[src/rtl/hilo_reg.sv]
// ---------------------------------------------------------------------------
// hilo_reg -- HI/LO register pair with a small in-order pending-write buffer.
//
// Multiply/divide results are offered as HI/LO writes with per-half enables.
// Each accepted write is held in a FIFO until the write-back stage commits
// it. Only then does it update the architectural arch_hi / arch_lo. A flush
// discards everything that has not been committed.
//
// Build option:
//   HILO_FWD_EN  when defined, reads of HI/LO come from the youngest pending
//                entry that writes that half, falling back to the
//                architectural value. rd_stall is tied low.
//                When undefined, reads return the architectural values only.
//                rd_stall is raised while any pending entry writes a half.
//
// Parameters:
//   DATA_W       HI/LO data width.
//   DEPTH        pending-write buffer entries. Only 2 and 4 are legal.
//
// Ports:
//   clk          sole clock, rising edge.
//   rst          asynchronous, active-low reset.
//   wr_valid     producer offers a HI/LO write.
//   wr_ready     buffer can take the offered write this cycle.
//   we_hi/we_lo  per-half write enables of the offered write.
//   hi_wdata     offered HI value.
//   lo_wdata     offered LO value.
//   commit       retire the oldest pending entry.
//   flush        discard all uncommitted entries and the offered write.
//   hi_rdata     HI value for mfhi.
//   lo_rdata     LO value for mflo.
//   pending_cnt  number of occupied buffer entries.
//   rd_stall     read data not yet valid. Used only without forwarding.
// ---------------------------------------------------------------------------
module hilo_reg #(
    parameter int DATA_W = 32,
    parameter int DEPTH  = 2
) (
    input  logic              clk,
    input  logic              rst,
    input  logic              wr_valid,
    output logic              wr_ready,
    input  logic              we_hi,
    input  logic              we_lo,
    input  logic [DATA_W-1:0] hi_wdata,
    input  logic [DATA_W-1:0] lo_wdata,
    input  logic              commit,
    input  logic              flush,
    output logic [DATA_W-1:0] hi_rdata,
    output logic [DATA_W-1:0] lo_rdata,
    output logic [2:0]        pending_cnt,
    output logic              rd_stall
);

    // DEPTH is restricted to powers of two (2 or 4). Because of that, the
    // pointers wrap modulo DEPTH simply by overflowing their natural width.
    localparam int PTR_W = (DEPTH > 2) ? 2 : 1;
    localparam logic [2:0] DEPTH_C = 3'(DEPTH);

    // -----------------------------------------------------------------------
    // State
    // -----------------------------------------------------------------------
    logic [DATA_W-1:0] arch_hi_q, arch_hi_d;
    logic [DATA_W-1:0] arch_lo_q, arch_lo_d;
    logic [PTR_W-1:0]  rd_ptr_q,  rd_ptr_d;
    logic [PTR_W-1:0]  wr_ptr_q,  wr_ptr_d;
    logic [2:0]        cnt_q,     cnt_d;

    // Entry payload. These registers have no reset. Whether an entry is
    // meaningful is decided entirely by the pointers and the count, and
    // those are reset.
    logic              ent_we_hi_q [DEPTH];
    logic              ent_we_lo_q [DEPTH];
    logic [DATA_W-1:0] ent_hi_q    [DEPTH];
    logic [DATA_W-1:0] ent_lo_q    [DEPTH];

    // -----------------------------------------------------------------------
    // Handshake and control decode
    // -----------------------------------------------------------------------
    logic do_commit;
    logic do_write;

    // A commit on an empty buffer is ignored.
    assign do_commit = commit && (cnt_q != 3'd0);

    // When the buffer is full, a same-cycle commit frees a slot, so the
    // offered write can still be taken. A full buffer is never empty, so
    // commit here implies do_commit.
    assign wr_ready  = (cnt_q < DEPTH_C) || ((cnt_q == DEPTH_C) && commit);

    // A flush drops the offered write even if it was handshaken.
    assign do_write  = wr_valid && wr_ready && !flush;

    // -----------------------------------------------------------------------
    // Slot occupancy: a slot is live when its distance from the read
    // pointer (its age, with 0 = oldest) is below the occupancy count.
    // -----------------------------------------------------------------------
    logic [DEPTH-1:0] slot_live;
    logic [DEPTH-1:0] slot_writes;

    generate
        for (genvar gi = 0; gi < DEPTH; gi++) begin : g_slot
            logic [PTR_W-1:0] age;
            assign age             = PTR_W'(gi) - rd_ptr_q;
            assign slot_live[gi]   = {{(3-PTR_W){1'b0}}, age} < cnt_q;
            assign slot_writes[gi] = slot_live[gi]
                                     && (ent_we_hi_q[gi] || ent_we_lo_q[gi]);
        end
    endgenerate

    // -----------------------------------------------------------------------
    // Next-state logic
    // -----------------------------------------------------------------------
    always_comb begin
        arch_hi_d = arch_hi_q;
        arch_lo_d = arch_lo_q;
        rd_ptr_d  = rd_ptr_q;
        wr_ptr_d  = wr_ptr_q;
        cnt_d     = cnt_q;

        // Retire the oldest entry into the architectural registers. A
        // commit is still honoured in a flush cycle.
        if (do_commit) begin
            if (ent_we_hi_q[rd_ptr_q]) begin
                arch_hi_d = ent_hi_q[rd_ptr_q];
            end
            if (ent_we_lo_q[rd_ptr_q]) begin
                arch_lo_d = ent_lo_q[rd_ptr_q];
            end
            rd_ptr_d = rd_ptr_q + PTR_W'(1);
        end

        if (flush) begin
            // Empty the buffer. Both pointers meet just past the entry that
            // was committed this cycle, if there was one.
            wr_ptr_d = rd_ptr_d;
            cnt_d    = 3'd0;
        end else begin
            if (do_write) begin
                wr_ptr_d = wr_ptr_q + PTR_W'(1);
            end
            // A simultaneous write and commit leaves the count unchanged.
            cnt_d = cnt_q + {2'b00, do_write} - {2'b00, do_commit};
        end
    end

    // -----------------------------------------------------------------------
    // Control / architectural registers (asynchronous reset)
    // -----------------------------------------------------------------------
    always_ff @(posedge clk or negedge rst) begin
        if (!rst) begin
            arch_hi_q <= '0;
            arch_lo_q <= '0;
            rd_ptr_q  <= '0;
            wr_ptr_q  <= '0;
            cnt_q     <= '0;
        end else begin
            arch_hi_q <= arch_hi_d;
            arch_lo_q <= arch_lo_d;
            rd_ptr_q  <= rd_ptr_d;
            wr_ptr_q  <= wr_ptr_d;
            cnt_q     <= cnt_d;
        end
    end

    // -----------------------------------------------------------------------
    // Entry payload registers
    // -----------------------------------------------------------------------
    always_ff @(posedge clk) begin
        if (do_write) begin
            ent_we_hi_q[wr_ptr_q] <= we_hi;
            ent_we_lo_q[wr_ptr_q] <= we_lo;
            ent_hi_q[wr_ptr_q]    <= hi_wdata;
            ent_lo_q[wr_ptr_q]    <= lo_wdata;
        end
    end

    assign pending_cnt = cnt_q;

    // -----------------------------------------------------------------------
    // Read path. It uses registered state only, never same-cycle wr_* data.
    // -----------------------------------------------------------------------
`ifdef HILO_FWD_EN
    // Walk the live entries from oldest to youngest. Each half keeps the
    // last match it sees, so the youngest writer of that half wins.
    always_comb begin
        logic [PTR_W-1:0] idx;
        hi_rdata = arch_hi_q;
        lo_rdata = arch_lo_q;
        idx      = rd_ptr_q;
        for (int k = 0; k < DEPTH; k++) begin
            idx = rd_ptr_q + PTR_W'(k);
            if (slot_live[idx] && ent_we_hi_q[idx]) begin
                hi_rdata = ent_hi_q[idx];
            end
            if (slot_live[idx] && ent_we_lo_q[idx]) begin
                lo_rdata = ent_lo_q[idx];
            end
        end
    end

    // Forwarding always gives current data, so reads never stall.
    assign rd_stall = 1'b0;

    // The per-slot write summary is only needed when reads can stall.
    logic unused_slot_writes;
    assign unused_slot_writes = ^slot_writes;
`else
    assign hi_rdata = arch_hi_q;
    assign lo_rdata = arch_lo_q;

    // The architectural value is stale while any live entry will overwrite
    // either half.
    assign rd_stall = |slot_writes;
`endif

endmodule
[config.mk]
export PLATFORM = sky130hd
export DESIGN_NAME = hilo_reg
export DESIGN_NICKNAME = d
export VERILOG_FILES = /design/src/rtl/hilo_reg.sv
export SDC_FILE = /design/constraint.sdc
export NUM_CORES = 1
export LEC_CHECK = 0
export ABC_AREA = 1
export BUFFER_PORTS_ARGS = -buffer_cell sky130_fd_sc_hd__buf_4
export CAP_MARGIN = 20
export CELL_PAD_IN_SITES_DETAIL_PLACEMENT = 0
export CELL_PAD_IN_SITES_GLOBAL_PLACEMENT = 1
export CORE_ASPECT_RATIO = 0.5
export CORE_MARGIN = 2
export CORE_UTILIZATION = 49
export DETAILED_ROUTE_END_ITERATION = 8
export PLACE_DENSITY_LB_ADDON = 0.12
export SETUP_SLACK_MARGIN = 0.15
export SYNTH_ARGS = -nofsm -noshare
export SYNTH_HDL_FRONTEND = slang
export SYNTH_SLANG_ARGS = --single-unit
[constraint.sdc]
create_clock -name clk -period 12.92 [get_ports clk]
set_input_delay 1.938 -clock clk [delete_from_list [all_inputs] [get_ports clk]]
set_output_delay 1.938 -clock clk [all_outputs]
set_load 0.02 [all_outputs]
==> results.toml <==
[outcome]
status = "completed"

[worst_setup_path]
crit_path_cell_trace = "buf_4 > nand2_1 > inv_1 > nand2_1 > nand2_1 > buf_4"
cp.depth = 6
critical_path_class = "in -> out"
r2r-end = "ent_hi_q[1][15]$_DFFE_PP_"
crit_top_cell = "nand2_1"
start_kind = "input port"
critPathBufInv = 3
cp_top_family = "buffers and inverters"
r2r_cells = 7
worstPathArrival_ps = 2460
rrSetupSlack_ps = 10230
crit_fanout = 4
critPathMaxStageDelay_ps = 180
reg2reg_from = "pending_cnt[1]$_DFF_PN0_"
end_kind = "output pin"
cp.required_ps = 10980
slowest_stage = "buf_4"

[pwr]
irDropWorstVdd_v = 0.000124
power_mw = 2.15
p_leak_nw = 3.99
power_density_mw_per_mm2 = 231

[yosys]
syn-cell-area_mm2 = 0.00761
postSynthCellCount = 463
synth_top_area_share_pct = 52.1
async_flop_share_pct = 34.3
synthTopCellsByArea = "edfxtp_1 (52%), dfrtp_1 (23%), mux2i_1 (8.4%), o21ai_2 (7.4%), nand2_1 (3.8%)"
synth_edf_count = 132
yosysMostFrequentCell = "edfxtp_1"
synth_largest_area_cell = "edfxtp_1"
seq_area_frac_synth_pct = 74.7
ys_warn_count = 0
syn_area_per_cell_um2 = 16.4
synth_fp_nets = 538
ys.flop_type = "edfxtp_1"
ys_top_cells_by_count = "edfxtp_1 (132), nand2_1 (77), dfrtp_1 (69), mux2i_1 (64), o21ai_2 (64)"
synth_cell_types = 22
ys_ff_latch = 201

[worst_hold_path]
whs_endpoint = "hi_rdata[21]$_DFFE_PN0P_"
whs_path_depth = 2
hp-class = "reg -> reg"
hold_start = "hi_rdata[21]$_DFFE_PN0P_"

[detailed_routing]
ant_nets = 0
first_iter_violations = 267
drcViolationCount = 0
avgViaCountPerCell = 4.86
vias = 3999
routedWlPerCell_um = 15.9
wirelength_um = 13000
dr.pass1.iters = 6

[floorplan]
die_y_um = 92.1
initial_core_util_pct = 49.8
rows = 32
die_area_mm2 = 0.0166
fp.coreArea_mm2 = 0.0153
io-pin-count = 140
fp.dieW_um = 180

[global_route]
grt.total_usage_pct = 16.5
antenna_found_initial = 0
grt_pass1_wl_um = 21300
grt_remaining_overflow = 0
grt_max_degree = 70
grt_pass1_vias = 4143

[timing]
slew_headroom_pct = 35.8
grt_setup_unrepaired = "no"
skew_ps = 12.6
setup-tns-final_ps = 0
min_period_ps = 4400
hold_viol = 0
clock.fmax_mhz = 227
worst_pin_slew_ps = 963
worst_slack_ps = 8520
fin_hold_ws_ps = 481
finalSetupViolCount = 0
drv_slew = 0
fin_crit_sh_pct = 34.0

[final_layout]
layout.cells.non_filler = 822
nets = 681
layout-drive-gt1-share_pct = 38.3
antennaDiodeCount = 0
fillers = 1221
final_area_mm2 = 0.00931
area_delta_synth_final_pct = 22.3
fin_util_pct = 60.9

[place]
dp_hpwl_um = 7850
gp_congestion = 0.756
portBuffers = 139
place_inst = 789
pre_cts_slack_ps = 8520
place_area_mm2 = 0.00873

[cts]
clock_latency_ps = 470
h-tree-depth = 1
cts_num_sinks = 201
cts_buffer_depth = 3
cts_hold_buf = 0
cts_resized = 0
cts_setup_buffers = 0
cts_made_buffers = 19
cts-root-buf = "clkbuf_16"
cts_tree = "yes"
cts.clk_slew.worst_paths_ps = 60

[flow_run]
drv_cap = 0
where the power goes:
group	switching, mW	internal [mW]	total, mW	leakage, nW
registers	0.0922	0.850	0.942	2.07
clock network	0.221	0.305	0.526	0.275
logic	0.397	0.289	0.686	1.65
total	0.711	1.44	2.15	3.99
area by class of cell:
cell class,count,area (µm²),area share [%]
Sequential cell,201,5690,61.2
Multi-Input combinational cell,230,1670,17.9
Timing Repair Buffer,142,1070,11.5
Clock buffer,30,537,5.77
Tap cell,204,255,2.74
Inverter,12,46.3,0.497
Clock inverter,3,41.3,0.444
cell usage in the layout, fill, tap and decap left out, types with 3 or more instances in the layout:
cell	instances
nand3_1	4
inv_1	9
a21oi_1	3
o21ai_2	64
buf_4	142
dfrtp_1	68
ha_1	3
nor2_1	6
edfxtp_1	132
clkbuf_16	19
mux2i_1	64
clkbuf_1	9
nand2_1	77
routing by layer:
layer  GRT usage (%)  routed length, µm  vias to the layer above
met5               0                  0                        -
met4            4.10                306                        0
met3            3.85                606                       30
met2            26.8               6010                       95
met1            22.8               6120                     1926
li1                -                  -                     1948
logic make-up (layout without fill, tap and decap cells):
group	count (synthesis)	count (layout)	share of synthesized area, %
flops	201	201	74.7
simple gates	93	93	4.95
compound gates	69	69	7.71
mux	64	64	8.41
buf+inv	32	187	3.43
fa+ha+maj	4	4	0.756
worst max path at each step:
| stage | slack (ps) | from | endpoint |
|---|---|---|---|
| finish | 8520 | commit | wr_ready |
| global route | 8460 | commit | wr_ready |
| CTS | 8520 | commit | wr_ready |
| detailed placement | 8520 | commit | wr_ready |
| global placement | 8520 | commit | wr_ready |
| floorplan | 7240 | commit | ent_hi_q[1][0]$_DFFE_PP_ |
state kept, by name, summed over array words and instances (netlist names):
name,flops
hi_rdata,32
ent_hi_q,64
ent_we_lo_q,2
wr_ptr_q,1
pending_cnt,3
rd_ptr_q,1
ent_we_hi_q,2
lo_rdata,32
ent_lo_q,64
tightest hold or removal path, stage by stage (launching register included):
cell and delay, ps:
dfrtp_1 340, nand2_1 60, o21ai_2 50
No activity file was read; power rests on OpenSTA's default activity.
